## src/rtl/hazard_ctrl_if.sv

```systemverilog
// ID-stage operand/destination info toward the hazard scheduler and its pipeline controls back.
interface hazard_ctrl_if #(
  parameter int unsigned CNT_W = 16
) ();
  localparam int unsigned REG_W = 5;

  logic             id_valid;
  logic [REG_W-1:0] id_src1;
  logic [REG_W-1:0] id_src2;
  logic             id_two_src;
  logic             id_wb_en;
  logic [REG_W-1:0] id_dest;
  logic             id_mem_r_en;
  logic             id_br_taken;
  logic             freeze;

  logic             pc_write_en;
  logic             ifid_write_en;
  logic             ifid_flush;
  logic             idex_bubble;
  logic             br_taken_out;
  logic [CNT_W-1:0] stall_count;
  logic [CNT_W-1:0] flush_count;

  modport master (
    output id_valid, id_src1, id_src2, id_two_src, id_wb_en, id_dest,
           id_mem_r_en, id_br_taken, freeze,
    input  pc_write_en, ifid_write_en, ifid_flush, idex_bubble, br_taken_out,
           stall_count, flush_count
  );

  modport slave (
    input  id_valid, id_src1, id_src2, id_two_src, id_wb_en, id_dest,
           id_mem_r_en, id_br_taken, freeze,
    output pc_write_en, ifid_write_en, ifid_flush, idex_bubble, br_taken_out,
           stall_count, flush_count
  );
endinterface

```

## src/rtl/hazard_ctrl.sv

```systemverilog
// Hazard scheduler for a 5-stage MIPS pipeline: tracks destinations in EXE/MEM/WB,
// stalls/bubbles on RAW hazards, gates taken branches and counts stalls/flushes.
module hazard_ctrl #(
  parameter bit          FWD_EN    = 1'b1,
  parameter bit          WB_BYPASS = 1'b1,
  parameter int unsigned CNT_W     = 16
) (
  input logic          clk,
  input logic          rst,
  hazard_ctrl_if.slave bus
);
  localparam int unsigned REG_W = 5;

  typedef struct packed {
    logic             v;
    logic             wb;
    logic             mr;
    logic [REG_W-1:0] dst;
  } sb_entry_t;

  sb_entry_t        e_q, m_q, w_q;
  logic [CNT_W-1:0] stall_q, flush_q;
  logic             raw_e, raw_m, raw_w, raw_hazard;
  logic             hazard, br_ok;

  function automatic logic src_match(input sb_entry_t x, input logic [REG_W-1:0] s);
    return x.v & x.wb & (x.dst == s) & (s != '0);
  endfunction

  // RAW detection of the ID instruction against each in-flight stage
  always_comb begin
    raw_e      = 1'b0;
    raw_m      = 1'b0;
    raw_w      = 1'b0;
    raw_hazard = 1'b0;
    if (bus.id_valid) begin
      raw_e = src_match(e_q, bus.id_src1) | (bus.id_two_src & src_match(e_q, bus.id_src2));
      raw_m = src_match(m_q, bus.id_src1) | (bus.id_two_src & src_match(m_q, bus.id_src2));
      raw_w = src_match(w_q, bus.id_src1) | (bus.id_two_src & src_match(w_q, bus.id_src2));
    end
    if (FWD_EN) raw_hazard = raw_e & e_q.mr;
    else        raw_hazard = raw_e | raw_m | (raw_w & ~WB_BYPASS);
  end

  // Freeze masks the stall; reset forces the pipeline to run with no bubble or branch
  assign hazard = raw_hazard & ~bus.freeze & ~rst;
  assign br_ok  = bus.id_br_taken & bus.id_valid & ~hazard & ~bus.freeze & ~rst;

  assign bus.pc_write_en   = rst | (~hazard & ~bus.freeze);
  assign bus.ifid_write_en = rst | (~hazard & ~bus.freeze);
  assign bus.idex_bubble   = hazard;
  assign bus.br_taken_out  = br_ok;
  assign bus.ifid_flush    = br_ok;
  assign bus.stall_count   = stall_q;
  assign bus.flush_count   = flush_q;

  // Scoreboard advance and saturating performance counters
  always_ff @(posedge clk) begin
    if (rst) begin
      e_q     <= '0;
      m_q     <= '0;
      w_q     <= '0;
      stall_q <= '0;
      flush_q <= '0;
    end else if (!bus.freeze) begin
      w_q <= m_q;
      m_q <= e_q;
      e_q <= hazard ? '0 : {bus.id_valid, bus.id_wb_en, bus.id_mem_r_en, bus.id_dest};
      if (hazard && (stall_q != '1)) stall_q <= stall_q + CNT_W'(1);
      if (br_ok && (flush_q != '1))  flush_q <= flush_q + CNT_W'(1);
    end
  end

  // Not every scoreboard field or stage match is consumed in every configuration
  logic unused;
  assign unused = ^{w_q.mr, raw_m, raw_w};
endmodule

```

## src/flat_wrapper.sv

```systemverilog
// flat-port wrapper written by rule: the top's interface ports become plain ports
module hazard_ctrl_flat 
#(
  parameter bit          FWD_EN    = 1'b1,
  parameter bit          WB_BYPASS = 1'b1,
  parameter int unsigned CNT_W     = 16
)
  (clk, rst, bus_id_valid, bus_id_src1, bus_id_src2, bus_id_two_src, bus_id_wb_en, bus_id_dest, bus_id_mem_r_en, bus_id_br_taken, bus_freeze, bus_pc_write_en, bus_ifid_write_en, bus_ifid_flush, bus_idex_bubble, bus_br_taken_out, bus_stall_count, bus_flush_count);
  hazard_ctrl_if #(.CNT_W(CNT_W)) bus_i ();
  input logic clk;
  input logic rst;
  input wire logic [$bits(bus_i.id_valid)-1:0] bus_id_valid;
  input wire logic [$bits(bus_i.id_src1)-1:0] bus_id_src1;
  input wire logic [$bits(bus_i.id_src2)-1:0] bus_id_src2;
  input wire logic [$bits(bus_i.id_two_src)-1:0] bus_id_two_src;
  input wire logic [$bits(bus_i.id_wb_en)-1:0] bus_id_wb_en;
  input wire logic [$bits(bus_i.id_dest)-1:0] bus_id_dest;
  input wire logic [$bits(bus_i.id_mem_r_en)-1:0] bus_id_mem_r_en;
  input wire logic [$bits(bus_i.id_br_taken)-1:0] bus_id_br_taken;
  input wire logic [$bits(bus_i.freeze)-1:0] bus_freeze;
  output wire logic [$bits(bus_i.pc_write_en)-1:0] bus_pc_write_en;
  output wire logic [$bits(bus_i.ifid_write_en)-1:0] bus_ifid_write_en;
  output wire logic [$bits(bus_i.ifid_flush)-1:0] bus_ifid_flush;
  output wire logic [$bits(bus_i.idex_bubble)-1:0] bus_idex_bubble;
  output wire logic [$bits(bus_i.br_taken_out)-1:0] bus_br_taken_out;
  output wire logic [$bits(bus_i.stall_count)-1:0] bus_stall_count;
  output wire logic [$bits(bus_i.flush_count)-1:0] bus_flush_count;
  assign bus_i.id_valid = bus_id_valid;
  assign bus_i.id_src1 = bus_id_src1;
  assign bus_i.id_src2 = bus_id_src2;
  assign bus_i.id_two_src = bus_id_two_src;
  assign bus_i.id_wb_en = bus_id_wb_en;
  assign bus_i.id_dest = bus_id_dest;
  assign bus_i.id_mem_r_en = bus_id_mem_r_en;
  assign bus_i.id_br_taken = bus_id_br_taken;
  assign bus_i.freeze = bus_freeze;
  assign bus_pc_write_en = bus_i.pc_write_en;
  assign bus_ifid_write_en = bus_i.ifid_write_en;
  assign bus_ifid_flush = bus_i.ifid_flush;
  assign bus_idex_bubble = bus_i.idex_bubble;
  assign bus_br_taken_out = bus_i.br_taken_out;
  assign bus_stall_count = bus_i.stall_count;
  assign bus_flush_count = bus_i.flush_count;
  hazard_ctrl #(.FWD_EN(FWD_EN), .WB_BYPASS(WB_BYPASS), .CNT_W(CNT_W)) u_core (.clk(clk), .rst(rst), .bus(bus_i));
endmodule
```

## config.mk

```make
export PLATFORM = sky130hd
export DESIGN_NAME = hazard_ctrl_flat
export DESIGN_NICKNAME = d
export VERILOG_FILES = /design/src/rtl/hazard_ctrl_if.sv /design/src/rtl/hazard_ctrl.sv /design/src/flat_wrapper.sv
export SDC_FILE = /design/constraint.sdc
export NUM_CORES = 1
export LEC_CHECK = 0
export CORE_MARGIN = 2
export CORE_UTILIZATION = 45
export DETAILED_ROUTE_END_ITERATION = 8
export PLACE_DENSITY_LB_ADDON = 0.3
export SYNTH_ARGS = -nofsm -noshare
export SYNTH_HDL_FRONTEND = slang
export SYNTH_SLANG_ARGS = --single-unit
```

## constraint.sdc

```tcl
create_clock -name clk -period 3.9 [get_ports clk]
set_input_delay 0.39 -clock clk [delete_from_list [all_inputs] [get_ports clk]]
set_output_delay 0.39 -clock clk [all_outputs]
set_load 0.005 [all_outputs]
```

# After elaboration in Yosys (flattened, before gate mapping)
# Index checks and enable logic that the tools add are counted.
[totals]
regBits = 40
in_bits = 23
out_inout_bits = 37
elab_cells = 39
[classes]
addsub = 2
n_eq_ne = 4
n_mux = 2
n_bitwise = 19
reduce_logical = 6
[ops]
columns = ["cell", "n"]
rows = [
  ["$add 16x1->16 const B", 2],
  ["$ne 16x16->1 const B", 2],
  ["$and 1x1->1", 14],
  ["$eq 5x5->1", 2],
  ["$reduce_bool 5->1", 2],
  ["$mux 8", 1],
  ["$reduce_and 2->1", 2],
  ["$not 1->1", 3],
  ["$logic_and 1x1->1", 2],
  ["$or 1x1->1", 2],
  ["$mux 1", 1],
]

# Longest topological paths before layout
[logic_depth]
word_depth = 15
depth_mapped = 9
depth_no_buf = 7

# Worst setup path before layout
# Ideal clock, no wire load.
[synth_path]
path_kind = "in2out"
startpoint = "input bus_id_src2[0]"
endpoint = "output bus_pc_write_en"
t_arrival_ps = 2010
required_ps = 3510
slack_ps = 1500
cell_stages = 8
n_path_buf = 3
path_cell_list = "or4_1 -> a21oi_2 -> nor4_2 -> a21o_1 -> buf_6 -> buf_2 -> o21ai_0 -> buf_4"
[synth_between]
elab_chain_len = 12
elab_cells_between_ends = 13
cone_classes = "eq/ne: 1; mux: 1; bitwise: 10; reduce/logical: 1"
[synth_rtl]
columns = ["item", "line", "source"]
rows = [
  ["start, declared", "flat_wrapper.sv:14", "input wire logic [$bits(bus_i.id_src2)-1:0] bus_id_src2;"],
  ["$eq 5x5->1", "hazard_ctrl.sv:27", "return x.v & x.wb & (x.dst == s) & (s != '0);"],
  ["$and 1x1->1", "hazard_ctrl.sv:27", ""],
  ["$and 1x1->1 *", "hazard_ctrl.sv:27", ""],
  ["$and 1x1->1 *", "hazard_ctrl.sv:37", "raw_e = src_match(e_q, bus.id_src1) | (bus.id_two_src & src_match(e_q, bus.id_src2));"],
  ["$or 1x1->1 *", "hazard_ctrl.sv:37", ""],
  ["$mux 1 *", "hazard_ctrl.sv:36", "if (bus.id_valid) begin"],
  ["$and 1x1->1 *", "hazard_ctrl.sv:41", "if (FWD_EN) raw_hazard = raw_e & e_q.mr;"],
  ["$and 1x1->1 * (2 in series)", "hazard_ctrl.sv:46", "assign hazard = raw_hazard & ~bus.freeze & ~rst;"],
  ["$not 1->1 *", "--", ""],
  ["$and 1x1->1 *", "--", ""],
  ["$or 1x1->1 *", "--", ""],
  ["end, declared", "flat_wrapper.sv:21", "output wire logic [$bits(bus_i.pc_write_en)-1:0] bus_pc_write_en;"],
]
# Mark *: on every way between the ends. The rest lies on a longest branch, timed or not.

# Worst setup path in the final report
[layout_path]
startpoint = "input bus_id_src2[0]"
endpoint = "output bus_pc_write_en"
[layout_between]
elab_chain_len = 12
elab_cells_between_ends = 13
cone_classes = "eq/ne: 1; mux: 1; bitwise: 10; reduce/logical: 1"
[layout_rtl]
columns = ["item", "line", "source"]
rows = [
  ["$eq 5x5->1", "hazard_ctrl.sv:27", ""],
  ["$and 1x1->1", "hazard_ctrl.sv:27", ""],
  ["$and 1x1->1 *", "hazard_ctrl.sv:27", ""],
  ["$and 1x1->1 *", "hazard_ctrl.sv:37", ""],
  ["$or 1x1->1 *", "hazard_ctrl.sv:37", ""],
  ["$mux 1 *", "hazard_ctrl.sv:36", ""],
  ["$and 1x1->1 *", "hazard_ctrl.sv:41", ""],
  ["$and 1x1->1 * (2 in series)", "hazard_ctrl.sv:46", ""],
  ["$not 1->1 *", "hazard_ctrl.sv:49", "assign bus.pc_write_en = rst | (~hazard & ~bus.freeze);"],
  ["$and 1x1->1 *", "hazard_ctrl.sv:49", ""],
  ["$or 1x1->1 *", "hazard_ctrl.sv:49", ""],
]
# Marked as above.

==> results by group <==
Place
  – Global placement routability congestion: 0.820
  – I/O Buffers: 59
  – DP HPWL: 3910 um

Timing
  – Period minus WS final: 3.01 ns
  – Fin crit share: 0.771
  – Unrepaired setup endpoints after global routing: no
  – Setup TNS: 0 ns
  – Fmax achieved: 332 MHz
  – Fin Clk Skew: 0.00742 ns
  – Final Hold Violating Endpoints: 0
  – Rel. slew slack: 0.678
  – Setup violations, final: 0
  – Worst-Margin Slew: 0.481 ns
  – Fin. max-slew vios: 0

Critical path
  – Reg-to-Reg End: u_core.bus.flush_count[11]
  – Reg2reg start: u_core.bus.flush_count[1]
  – WP data arrival: 2.62 ns
  – Critical path launch point: bus_id_src2[0]
  – Largest fanout on the critical path: 3
  – Slowest cell on crit path: or4_1
  – Critical setup path kind: in -> out
  – R2R cell count: 6
  – Most frequent cell on the critical path: clkdlybuf4s50_1
  – Flop-to-flop setup slack: 1.51 ns
  – CP endpoint kind: primary output
  – Crit path required time: 3.51 ns
  – Crit path launch type: input port
  – Cell Chain, Critical Path: clkdlybuf4s50_1 -> or4_1 -> a21oi_2 -> nor4_2 -> a21o_1 -> o21ai_0 -> clkdlybuf4s50_1
  – Setup crit end: bus_pc_write_en
  – Worst path max stage delay: 0.56 ns

Route
  – Post-Route WL: 5720 um
  – Drt via density: 5.79
  – Post-route ant nets: 0
  – Drt drc: 0
  – Via count: 2265
  – TritonRoute pass-1 iters: 4
  – Drt wl/cell: 14.6 um
  – Drt initial violations: 125

Logic synthesis
  – Most instantiated library cell after synthesis: dfxtp_1
  – Synth Warn #: 0
  – Top cell type's share of synthesized area: 0.355
  – Sequential area share after synthesis: 0.355
  – Top post-synthesis cells by count: dfxtp_1 (40), a21oi_1 (24), nand2_1 (22)
  – Mean Syn Cell Area: 8.25 um^2
  – Leading area contributor after synthesis: dfxtp_1
  – Number of flops mapped to enable cells by yosys: 0
  – Synth cell types: 36
  – Post-Syn Area: 2250 um^2
  – Synth Flop Type: dfxtp_1
  – FF+latch count, synth: 40
  – Post-synth ARST share: 0
  – Net Count, Synth: 298
  – Top cells by area, synth: dfxtp_1 (36%), a21oi_1 (5.3%), or4_1 (5.0%)
  – Mapped Cells: 273

Pwr
  – Pleak: 0.000946 uW
  – Peak supply drop: 219 uV
  – PwrDens: 264 nW/um^2

Finish
  – Layout cell share with drive strength beyond 1: 0.0833
  – Area grow syn2layout: 31.1%
  – Final core occ: 0.618
  – # diodes: 0
  – Fill count: 445
  – Layout net count: 348

Floorplan
  – Die height: 74.8 um
  – Die Wd: 74.8 um
  – Die area: 5590 um^2
  – IO Pins: 60
  – Core ar.: 4790 um^2
  – FP Rows: 25
  – Initial Util: 0.471

Job
  – Total of max-cap violations: 0

Global route
  – Vias in the first global route: 2035
  – Largest net degree at the start of global routing: 45
  – Total grt overflow: 0
  – Initial antenna violation count: 0
  – Global-route wire length before repair: 9230 um
  – All-layer global routing usage: 0.212

CTS
  – CTS tree: yes
  – CTS root buffer: clkbuf_8
  – Clock transition at the registers of the reported paths: 0.08 ns
  – Clk sinks: 40
  – Worst-Skew Late Latency: 0.29 ns
  – CTS Hold Bufs: 0
  – Setup bufs post-CTS: 0
  – PostCTS Resize Cnt: 0
  – CTS Buffer Depth: 2
  – Cts bufs inserted: 5
  – H-Tree Level Count: 2

Status
  – Status: finished clean

Min path
  – Hold WC Path Type: reg -> reg
  – Worst hold path depth: 2
cell type report:
class	count	area (um^2)	area share
Clock buffer	8	90.1	0.0305
Inverter	5	18.8	0.00635
Multi-Input combinational cell	207	1330	0.451
Sequential cell	40	801	0.271
Tap cell	67	83.8	0.0284
Timing Repair Buffer	64	628	0.213
worst max-delay path, delay by kind of cell:
kind | cells | cell delay, ns
compound gates | 3 | 0.60
simple gates | 2 | 0.64
buf+inv | 2 | 0.98
layer usage:
layer | share of wire | wire [um] | up-vias | GRT usage
li1 | - | - | 1138 | -
met1 | 0.46 | 2650 | 1067 | 0.276
met2 | 0.46 | 2630 | 52 | 0.337
met3 | 0.062 | 353 | 8 | 0.0562
met4 | 0.015 | 86 | 0 | 0.0833
met5 | 0 | 0 | - | 0
worst min path at each step:
stage                        from            end  slack (ns)
detailed placement  u_core.e_q[7]  u_core.e_q[7]        0.47
global placement    u_core.e_q[7]  u_core.e_q[7]        0.46
finish              u_core.e_q[7]  u_core.e_q[7]        0.48
floorplan           u_core.e_q[5]  u_core.e_q[5]        0.45
CTS                 u_core.e_q[7]  u_core.e_q[7]        0.48
global route        u_core.e_q[5]  u_core.e_q[5]        0.51
state kept, by name, summed over array words and instances (netlist names):
name and cells:
u_core.bus.flush_count 16, u_core.bus.stall_count 16, u_core.e_q 8
cell usage in the layout (no fill, tap or decap), types with 6 or more instances in the layout:
| cell type | count |
|---|---|
| or4_1 | 15 |
| mux2_2 | 7 |
| nor2b_1 | 7 |
| o311ai_0 | 9 |
| clkbuf_8 | 6 |
| nand4_1 | 13 |
| a21oi_1 | 24 |
| xnor2_1 | 7 |
| clkdlybuf4s50_1 | 59 |
| nand2_1 | 22 |
| nand3b_1 | 8 |
| nor2_1 | 13 |
| nand3_1 | 17 |
| dfxtp_1 | 40 |
| o41ai_1 | 9 |
| o31ai_1 | 11 |
through the flow:
step	worst slack, ns	cell area (um^2)	std cells	power [uW]	hold WS, ns
floorplan	1.50	2250	273	464	0.450
global placement	0.893	2870	383	498	0.464
detailed placement	0.872	2870	383	499	0.472
CTS	0.858	2960	391	787	0.484
global route	0.787	2960	391	808	0.515
finish	0.891	2960	391	779	0.484
cell families after synthesis:
| family | Yosys count | synth area share |
|---|---|---|
| AOI/OAI and AO/OA | 62 | 0.186 |
| adders and majority gates | 2 | 0.0111 |
| xor gates and xnor gates | 7 | 0.0272 |
| muxes | 8 | 0.0394 |
| DFF | 40 | 0.355 |
| and+or+nand+nor | 128 | 0.328 |
| buffers and inverters | 26 | 0.0527 |
power by group:
part | switching (uW) | internal, uW
Combinational | 31.7 | 39.9
Clock | 145 | 144
Sequential | 5.51 | 413
Note: power is estimated with default switching activity, not from simulation.
